### src/rtl/interboard_tx_scheduler_if.sv
// Requester and channel bundle for the interboard transmit scheduler.
// master: scheduler side; slave: requesters plus InterboardCommunication_top side.
//   req_valid/req_msg_type/req_number : packed per-requester requests
//   grant/done/err                    : one-hot service, success and failure
//   inter_ready                       : channel idle/ready
//   transmit/ctrl_en/ctrl_*           : start pulse and latched payload
interface interboard_tx_scheduler_if #(
    parameter int NUM_REQ = 3
);
    logic [NUM_REQ-1:0]   req_valid;
    logic [3*NUM_REQ-1:0] req_msg_type;
    logic [5*NUM_REQ-1:0] req_number;
    logic [NUM_REQ-1:0]   grant;
    logic [NUM_REQ-1:0]   done;
    logic [NUM_REQ-1:0]   err;
    logic                 inter_ready;
    logic                 transmit;
    logic                 ctrl_en;
    logic [2:0]           ctrl_msg_type;
    logic [4:0]           ctrl_number;

    modport master (
        input  req_valid, req_msg_type, req_number, inter_ready,
        output grant, done, err, transmit, ctrl_en,
        output ctrl_msg_type, ctrl_number
    );

    modport slave (
        output req_valid, req_msg_type, req_number, inter_ready,
        input  grant, done, err, transmit, ctrl_en,
        input  ctrl_msg_type, ctrl_number
    );
endinterface

### src/rtl/interboard_tx_scheduler.sv
// Round-robin scheduler sharing one interboard transmit channel between
// NUM_REQ requesters, with one message in flight, timeout and bounded retry.
// Ports:
//   clk            : system clock
//   rst            : asynchronous active-low reset
//   interboard_rst : synchronous link restart, aborts the transfer silently
//   bus            : requester and channel bundle (master modport)
//   busy           : high whenever the scheduler is not idle
module interboard_tx_scheduler #(
    parameter int NUM_REQ   = 3,
    parameter int TIMEOUT   = 1024,
    parameter int MAX_RETRY = 2
) (
    input  logic clk,
    input  logic rst,
    input  logic interboard_rst,
    interboard_tx_scheduler_if.master bus,
    output logic busy
);
    localparam int IW = $clog2(NUM_REQ);
    localparam int TW = $clog2(TIMEOUT + 1);
    localparam logic [NUM_REQ-1:0] ONE = NUM_REQ'(1);

    typedef enum logic [2:0] {
        IDLE,
        ISSUE,
        WAIT_ACC,
        WAIT_CMP,
        FINISH
    } state_t;

    state_t        state, state_nx;
    logic [IW-1:0] idx, idx_nx;
    logic [IW-1:0] rr_ptr, rr_ptr_nx;
    logic [IW-1:0] pick, cand;
    logic          found;
    logic [TW-1:0] timer, timer_nx, tick;
    logic [2:0]    retries, retries_nx;
    logic          ok, ok_nx;
    logic          timeout;
    logic [2:0]    pay_type, pay_type_nx;
    logic [4:0]    pay_num, pay_num_nx;
    logic [NUM_REQ-1:0] sel_nx;
    logic [NUM_REQ-1:0] grant_r, done_r, err_r;
    logic          transmit_r;

    assign bus.grant         = grant_r;
    assign bus.done          = done_r;
    assign bus.err           = err_r;
    assign bus.transmit      = transmit_r;
    assign bus.ctrl_en       = transmit_r;
    assign bus.ctrl_msg_type = pay_type;
    assign bus.ctrl_number   = pay_num;

    function automatic logic [IW-1:0] wrap(input logic [IW-1:0] p,
                                           input int k);
        int j;
        j = int'(p) + k;
        if (j >= NUM_REQ) j = j - NUM_REQ;
        return IW'(j);
    endfunction

    // First requesting index after the last serviced one, with wrap.
    always_comb begin
        found = 1'b0;
        pick  = '0;
        cand  = '0;
        for (int k = 1; k <= NUM_REQ; k++) begin
            cand = wrap(rr_ptr, k);
            if (!found && bus.req_valid[cand]) begin
                found = 1'b1;
                pick  = cand;
            end
        end
    end

    assign timeout = (timer == TW'(TIMEOUT - 1));
    assign tick    = (timer == TW'(TIMEOUT)) ? timer : timer + TW'(1);

    always_comb begin
        state_nx    = state;
        idx_nx      = idx;
        rr_ptr_nx   = rr_ptr;
        timer_nx    = timer;
        retries_nx  = retries;
        ok_nx       = ok;
        pay_type_nx = pay_type;
        pay_num_nx  = pay_num;
        unique case (state)
            IDLE: begin
                if (bus.inter_ready && found) begin
                    state_nx    = ISSUE;
                    idx_nx      = pick;
                    pay_type_nx = bus.req_msg_type[3*pick +: 3];
                    pay_num_nx  = bus.req_number[5*pick +: 5];
                    timer_nx    = '0;
                    retries_nx  = '0;
                    ok_nx       = 1'b0;
                end
            end
            ISSUE: begin
                state_nx = WAIT_ACC;
                timer_nx = '0;
            end
            WAIT_ACC, WAIT_CMP: begin
                if (state == WAIT_CMP && bus.inter_ready) begin
                    // completion beats a coincident timeout
                    state_nx = FINISH;
                    ok_nx    = 1'b1;
                end else if (timeout) begin
                    if (retries < 3'(MAX_RETRY)) begin
                        state_nx   = ISSUE;
                        retries_nx = retries + 3'd1;
                        timer_nx   = '0;
                    end else begin
                        state_nx = FINISH;
                        ok_nx    = 1'b0;
                    end
                end else begin
                    timer_nx = tick;
                    if (state == WAIT_ACC && !bus.inter_ready)
                        state_nx = WAIT_CMP;
                end
            end
            FINISH: begin
                state_nx  = IDLE;
                rr_ptr_nx = idx;
            end
            default: state_nx = IDLE;
        endcase
        // link restart: drop the transfer, keep pointer and payload
        if (interboard_rst) begin
            state_nx    = IDLE;
            idx_nx      = idx;
            rr_ptr_nx   = rr_ptr;
            timer_nx    = '0;
            retries_nx  = '0;
            pay_type_nx = pay_type;
            pay_num_nx  = pay_num;
        end
    end

    assign sel_nx = ONE << idx_nx;

    always_ff @(posedge clk or negedge rst) begin
        if (!rst) begin
            state      <= IDLE;
            idx        <= '0;
            rr_ptr     <= IW'(NUM_REQ - 1);
            timer      <= '0;
            retries    <= '0;
            ok         <= 1'b0;
            pay_type   <= '0;
            pay_num    <= '0;
            grant_r    <= '0;
            done_r     <= '0;
            err_r      <= '0;
            transmit_r <= 1'b0;
            busy       <= 1'b0;
        end else begin
            state      <= state_nx;
            idx        <= idx_nx;
            rr_ptr     <= rr_ptr_nx;
            timer      <= timer_nx;
            retries    <= retries_nx;
            ok         <= ok_nx;
            pay_type   <= pay_type_nx;
            pay_num    <= pay_num_nx;
            grant_r    <= (state_nx == ISSUE || state_nx == WAIT_ACC ||
                           state_nx == WAIT_CMP) ? sel_nx : '0;
            done_r     <= (state_nx == FINISH && ok_nx) ? sel_nx : '0;
            err_r      <= (state_nx == FINISH && !ok_nx) ? sel_nx : '0;
            transmit_r <= (state_nx == ISSUE);
            busy       <= (state_nx != IDLE);
        end
    end
endmodule

### src/flat_wrapper.sv
// flat-port wrapper written by rule: the top's interface ports become plain ports
module interboard_tx_scheduler_flat 
#(
    parameter int NUM_REQ   = 3,
    parameter int TIMEOUT   = 1024,
    parameter int MAX_RETRY = 2
)
  (clk, rst, interboard_rst, busy, bus_req_valid, bus_req_msg_type, bus_req_number, bus_inter_ready, bus_grant, bus_done, bus_err, bus_transmit, bus_ctrl_en, bus_ctrl_msg_type, bus_ctrl_number);
  interboard_tx_scheduler_if #(.NUM_REQ(NUM_REQ)) bus_i ();
  input  logic clk;
  input  logic rst;
  input  logic interboard_rst;
  output logic busy;
  input wire logic [$bits(bus_i.req_valid)-1:0] bus_req_valid;
  input wire logic [$bits(bus_i.req_msg_type)-1:0] bus_req_msg_type;
  input wire logic [$bits(bus_i.req_number)-1:0] bus_req_number;
  input wire logic [$bits(bus_i.inter_ready)-1:0] bus_inter_ready;
  output wire logic [$bits(bus_i.grant)-1:0] bus_grant;
  output wire logic [$bits(bus_i.done)-1:0] bus_done;
  output wire logic [$bits(bus_i.err)-1:0] bus_err;
  output wire logic [$bits(bus_i.transmit)-1:0] bus_transmit;
  output wire logic [$bits(bus_i.ctrl_en)-1:0] bus_ctrl_en;
  output wire logic [$bits(bus_i.ctrl_msg_type)-1:0] bus_ctrl_msg_type;
  output wire logic [$bits(bus_i.ctrl_number)-1:0] bus_ctrl_number;
  assign bus_i.req_valid = bus_req_valid;
  assign bus_i.req_msg_type = bus_req_msg_type;
  assign bus_i.req_number = bus_req_number;
  assign bus_i.inter_ready = bus_inter_ready;
  assign bus_grant = bus_i.grant;
  assign bus_done = bus_i.done;
  assign bus_err = bus_i.err;
  assign bus_transmit = bus_i.transmit;
  assign bus_ctrl_en = bus_i.ctrl_en;
  assign bus_ctrl_msg_type = bus_i.ctrl_msg_type;
  assign bus_ctrl_number = bus_i.ctrl_number;
  interboard_tx_scheduler #(.NUM_REQ(NUM_REQ), .TIMEOUT(TIMEOUT), .MAX_RETRY(MAX_RETRY)) u_core (.clk(clk), .rst(rst), .interboard_rst(interboard_rst), .bus(bus_i), .busy(busy));
endmodule
### config.mk
export PLATFORM = sky130hd
export DESIGN_NAME = interboard_tx_scheduler_flat
export DESIGN_NICKNAME = d
export VERILOG_FILES = /design/src/rtl/interboard_tx_scheduler_if.sv /design/src/rtl/interboard_tx_scheduler.sv /design/src/flat_wrapper.sv
export SDC_FILE = /design/constraint.sdc
export NUM_CORES = 1
export LEC_CHECK = 0
export CAP_MARGIN = 5
export CORE_AREA = 8 8 96 63
export CTS_BUF_LIST = sky130_fd_sc_hd__clkbuf_8
export DETAILED_ROUTE_END_ITERATION = 10
export DIE_AREA = 0 0 104 71
export PLACE_DENSITY = 0.81
export RECOVER_POWER = 100
export SLEW_MARGIN = 0
export SYNTH_ARGS = -nofsm -noshare
export SYNTH_HDL_FRONTEND = slang
export SYNTH_SLANG_ARGS = --single-unit
### constraint.sdc
create_clock -name clk -period 4 [get_ports clk]
set_clock_uncertainty 0.05 [all_clocks]
set_input_delay 1 -clock clk [delete_from_list [all_inputs] [get_ports clk]]
set_output_delay 1 -clock clk [all_outputs]
set_load 0.02 [all_outputs]
==> out/metrics.csv <==
metric,value,unit
status,"complete, but fails checks",
failing checks,"capacitance limit, slew limit",
worst skew pair latency,0.29,ns
"commonest non-fill, non-tap cell in the layout",dfrtp_1,
Hold Path Origin,u_core.bus.ctrl_msg_type[0],
fill count,402,
actual slew at the worst max-slew pin,2.08,ns
most frequent cells in the layout,"dfrtp_1, clkdlybuf4s50_1, dlygate4sd3_1",
placed wire-length estimate,4.33,mm
Fin. Hold Viols,0,
Syn Nets,274,
fin crit share,0.867,
Final min period,3.47,ns
pin count of the biggest net entering global routing,41,
full die area,0.00738,mm²
crit path DAT,3.59,ns
worst r2r src,u_core.rr_ptr[1],
total vias in the final route,2070,
hold_ws,0.436,ns
"Max FO, Critical Path",16,
CTS Buffer Depth,2,
Fmax,288,MHz
total congestion overflow,0,
drt first pass iters,5,
Worst slew margin,-0.386,
sequential share of the synthesized area,0.423,
antenna violations before repair,0,
DR vias/cell,5.81,
htree depth,2,
reg-to-reg endpoint,u_core.retries[0],
"CTS clk-pin slew, worst paths",0.07,ns
DRC,0,
Worst setup EP type,flip-flop,
Max Cap Viol,1,
Netlist Area Pre-Place,0.00237,mm²
VDD IR max,209,µV
remaining antenna violation count,0,
Die Y-Extent,71,µm
vias in the first global route,1980,
DR iter-0 viols,143,
setup TNS,0,ns
Hold Crit Depth,2,
R2R Setup Slk,0.81,ns
clock net sink count,40,
Routed Wire Length,5.63,mm
CORE AREA,0.00475,mm²
synth warn,0,
Post-CTS Hold Buffers,0,
# port buffers,50,
Core Rows,20,
nets,326,
Initial Util,0.498,
RSZ-0062 raised after global routing,no,
Die X,104,µm
startpoint types,input port,
Min-Delay Endpoint,u_core.bus.ctrl_msg_type[0],
Synth Flop Type,dfrtp_1,
Worst Hold Class,flip-flop to flip-flop,
Setup Viol. Count Final,0,
share of cells above drive strength 1,0.0724,
top-level port count,51,
CTS Buf Count,5,
Synth Register Bits,40,
gpl congestion,0.861,
Syn-to-layout area delta,25.4,%
# diodes,0,
WL per Instance,15.8,µm
post-CTS setup buffers,0,
Static Leakage,1.31,nW
critical path class,input port to flip-flop,
worst r2r path cells,7,
max-slew violation count,41,
# resized after CTS,0,
pwr dens,386,mW/mm²
global-route wire length before repair,9.59,mm
number of synthesized flops with an enable pin,0,
post-synthesis cell count,237,
Synth async-reset ratio,1.00,
root buffer cell,clkbuf_8,
Mean Syn Cell Area,10.0,µm²
post-synth cell types,58,
CP required,4.12,ns
Tot GR Track Use,0.155,
CTS tree,yes,
-- power breakdown --
group | switching [mW] | internal (mW) | total [mW]
Sequential | 0.0372 | 0.460 | 0.497
Combinational | 0.220 | 0.170 | 0.390
Clock | 0.126 | 0.135 | 0.261
Total | 0.382 | 0.765 | 1.15
-- metal layers --
metal,GRT usage,wire [µm]
met1,0.225,2730
met2,0.205,2280
met3,0.0635,590
met4,0.0335,21
met5,0,0
-- flip-flops by register name, summed over array words and instances (netlist names) --
register / cells
u_core.bus.done: 3
u_core.busy: 1
u_core.retries: 3
u_core.bus.grant: 3
u_core.bus.ctrl_en: 1
u_core.bus.ctrl_msg_type: 3
u_core.bus.err: 3
u_core.idx: 2
u_core.bus.ctrl_number: 5
u_core.timer: 11
u_core.rr_ptr: 2
u_core.state: 3
-- critical path, stage by stage --
cell and delay (ns):
dlygate4sd3_1 0.58, a21boi_0 0.16, or4b_1 0.63, a21oi_2 0.64, nor3_1 0.24, mux2_4 0.34
-- how the worst max path moves through the flow --
stage                                 from                 to  depth (start not counted)
after floorplan           bus_req_valid[0]    u_core.timer[0]                          6
after global placement    bus_req_valid[0]    u_core.timer[0]                          6
after detailed placement  bus_req_valid[2]    u_core.timer[0]                          6
after CTS                 bus_req_valid[2]    u_core.timer[0]                          6
after global routing        interboard_rst    u_core.timer[0]                          5
final                     bus_req_valid[0]  u_core.retries[0]                          6
-- final cells by class --
cell class	count	area, µm²	share of cell area
Clock buffer	6	82.6	0.0278
Multi-Input combinational cell	169	1210	0.407
Sequential cell	40	1000	0.337
Inverter	21	78.8	0.0265
Timing Repair Buffer	52	509	0.171
Tap cell	66	82.6	0.0278
Clock inverter	2	7.51	0.00253
-- cells by family (layout without fill, tap and decap cells) --
logic type,count (synthesis),after routing,share of synthesized area
AO/OA/AOI/OAI,58,58,0.209
buffers and inverters,28,81,0.0523
AND/OR/NAND/NOR,91,91,0.221
adder cells (fa/ha/maj),6,6,0.0317
flip-flops,40,40,0.423
multiplexers,14,14,0.0634
-- through the flow --
| step | power (mW) | area [µm²] | utilization | std cells | setup WS, ns |
|---|---|---|---|---|---|
| 2_1_floorplan | 0.744 | 2370 | - | 237 | 1.40 |
| 3_3_place_gp | 0.913 | 2920 | 0.615 | 348 | 0.673 |
| 3_5_place_dp | 0.919 | 2920 | 0.615 | 348 | 0.602 |
| 4_1_cts | 1.18 | 3010 | 0.634 | 356 | 0.915 |
| 5_1_grt | 1.21 | 2970 | 0.625 | 356 | 0.393 |
| 6_report | 1.15 | 2970 | 0.625 | 356 | 0.532 |
-- synth_stat cells (all sizes together), types with 2 or more instances --
master | n | area (µm²)
dfrtp | 39 | 976
inv | 21 | 78.8
nand2 | 19 | 71.3
nor2 | 19 | 71.3
mux2i | 12 | 120
nor3 | 11 | 65.1
o21ai | 11 | 55.1
o41ai | 11 | 96.3
o221ai | 8 | 70.1
nand3 | 7 | 35.0
buf | 6 | 41.3
ha | 6 | 75.1
nor4 | 6 | 58.8
nor2b | 5 | 31.3
a21oi | 4 | 42.5
nand2b | 3 | 18.8
nand3b | 3 | 22.5
nand4 | 3 | 25.0
nor4b | 3 | 26.3
o31ai | 3 | 27.5
or4 | 3 | 26.3
a21boi | 2 | 15.0
a31oi | 2 | 12.5
and2 | 2 | 12.5
mux2 | 2 | 30.0
o21bai | 2 | 15.0
o41a | 2 | 22.5
Power figures use the tool's default switching activity.
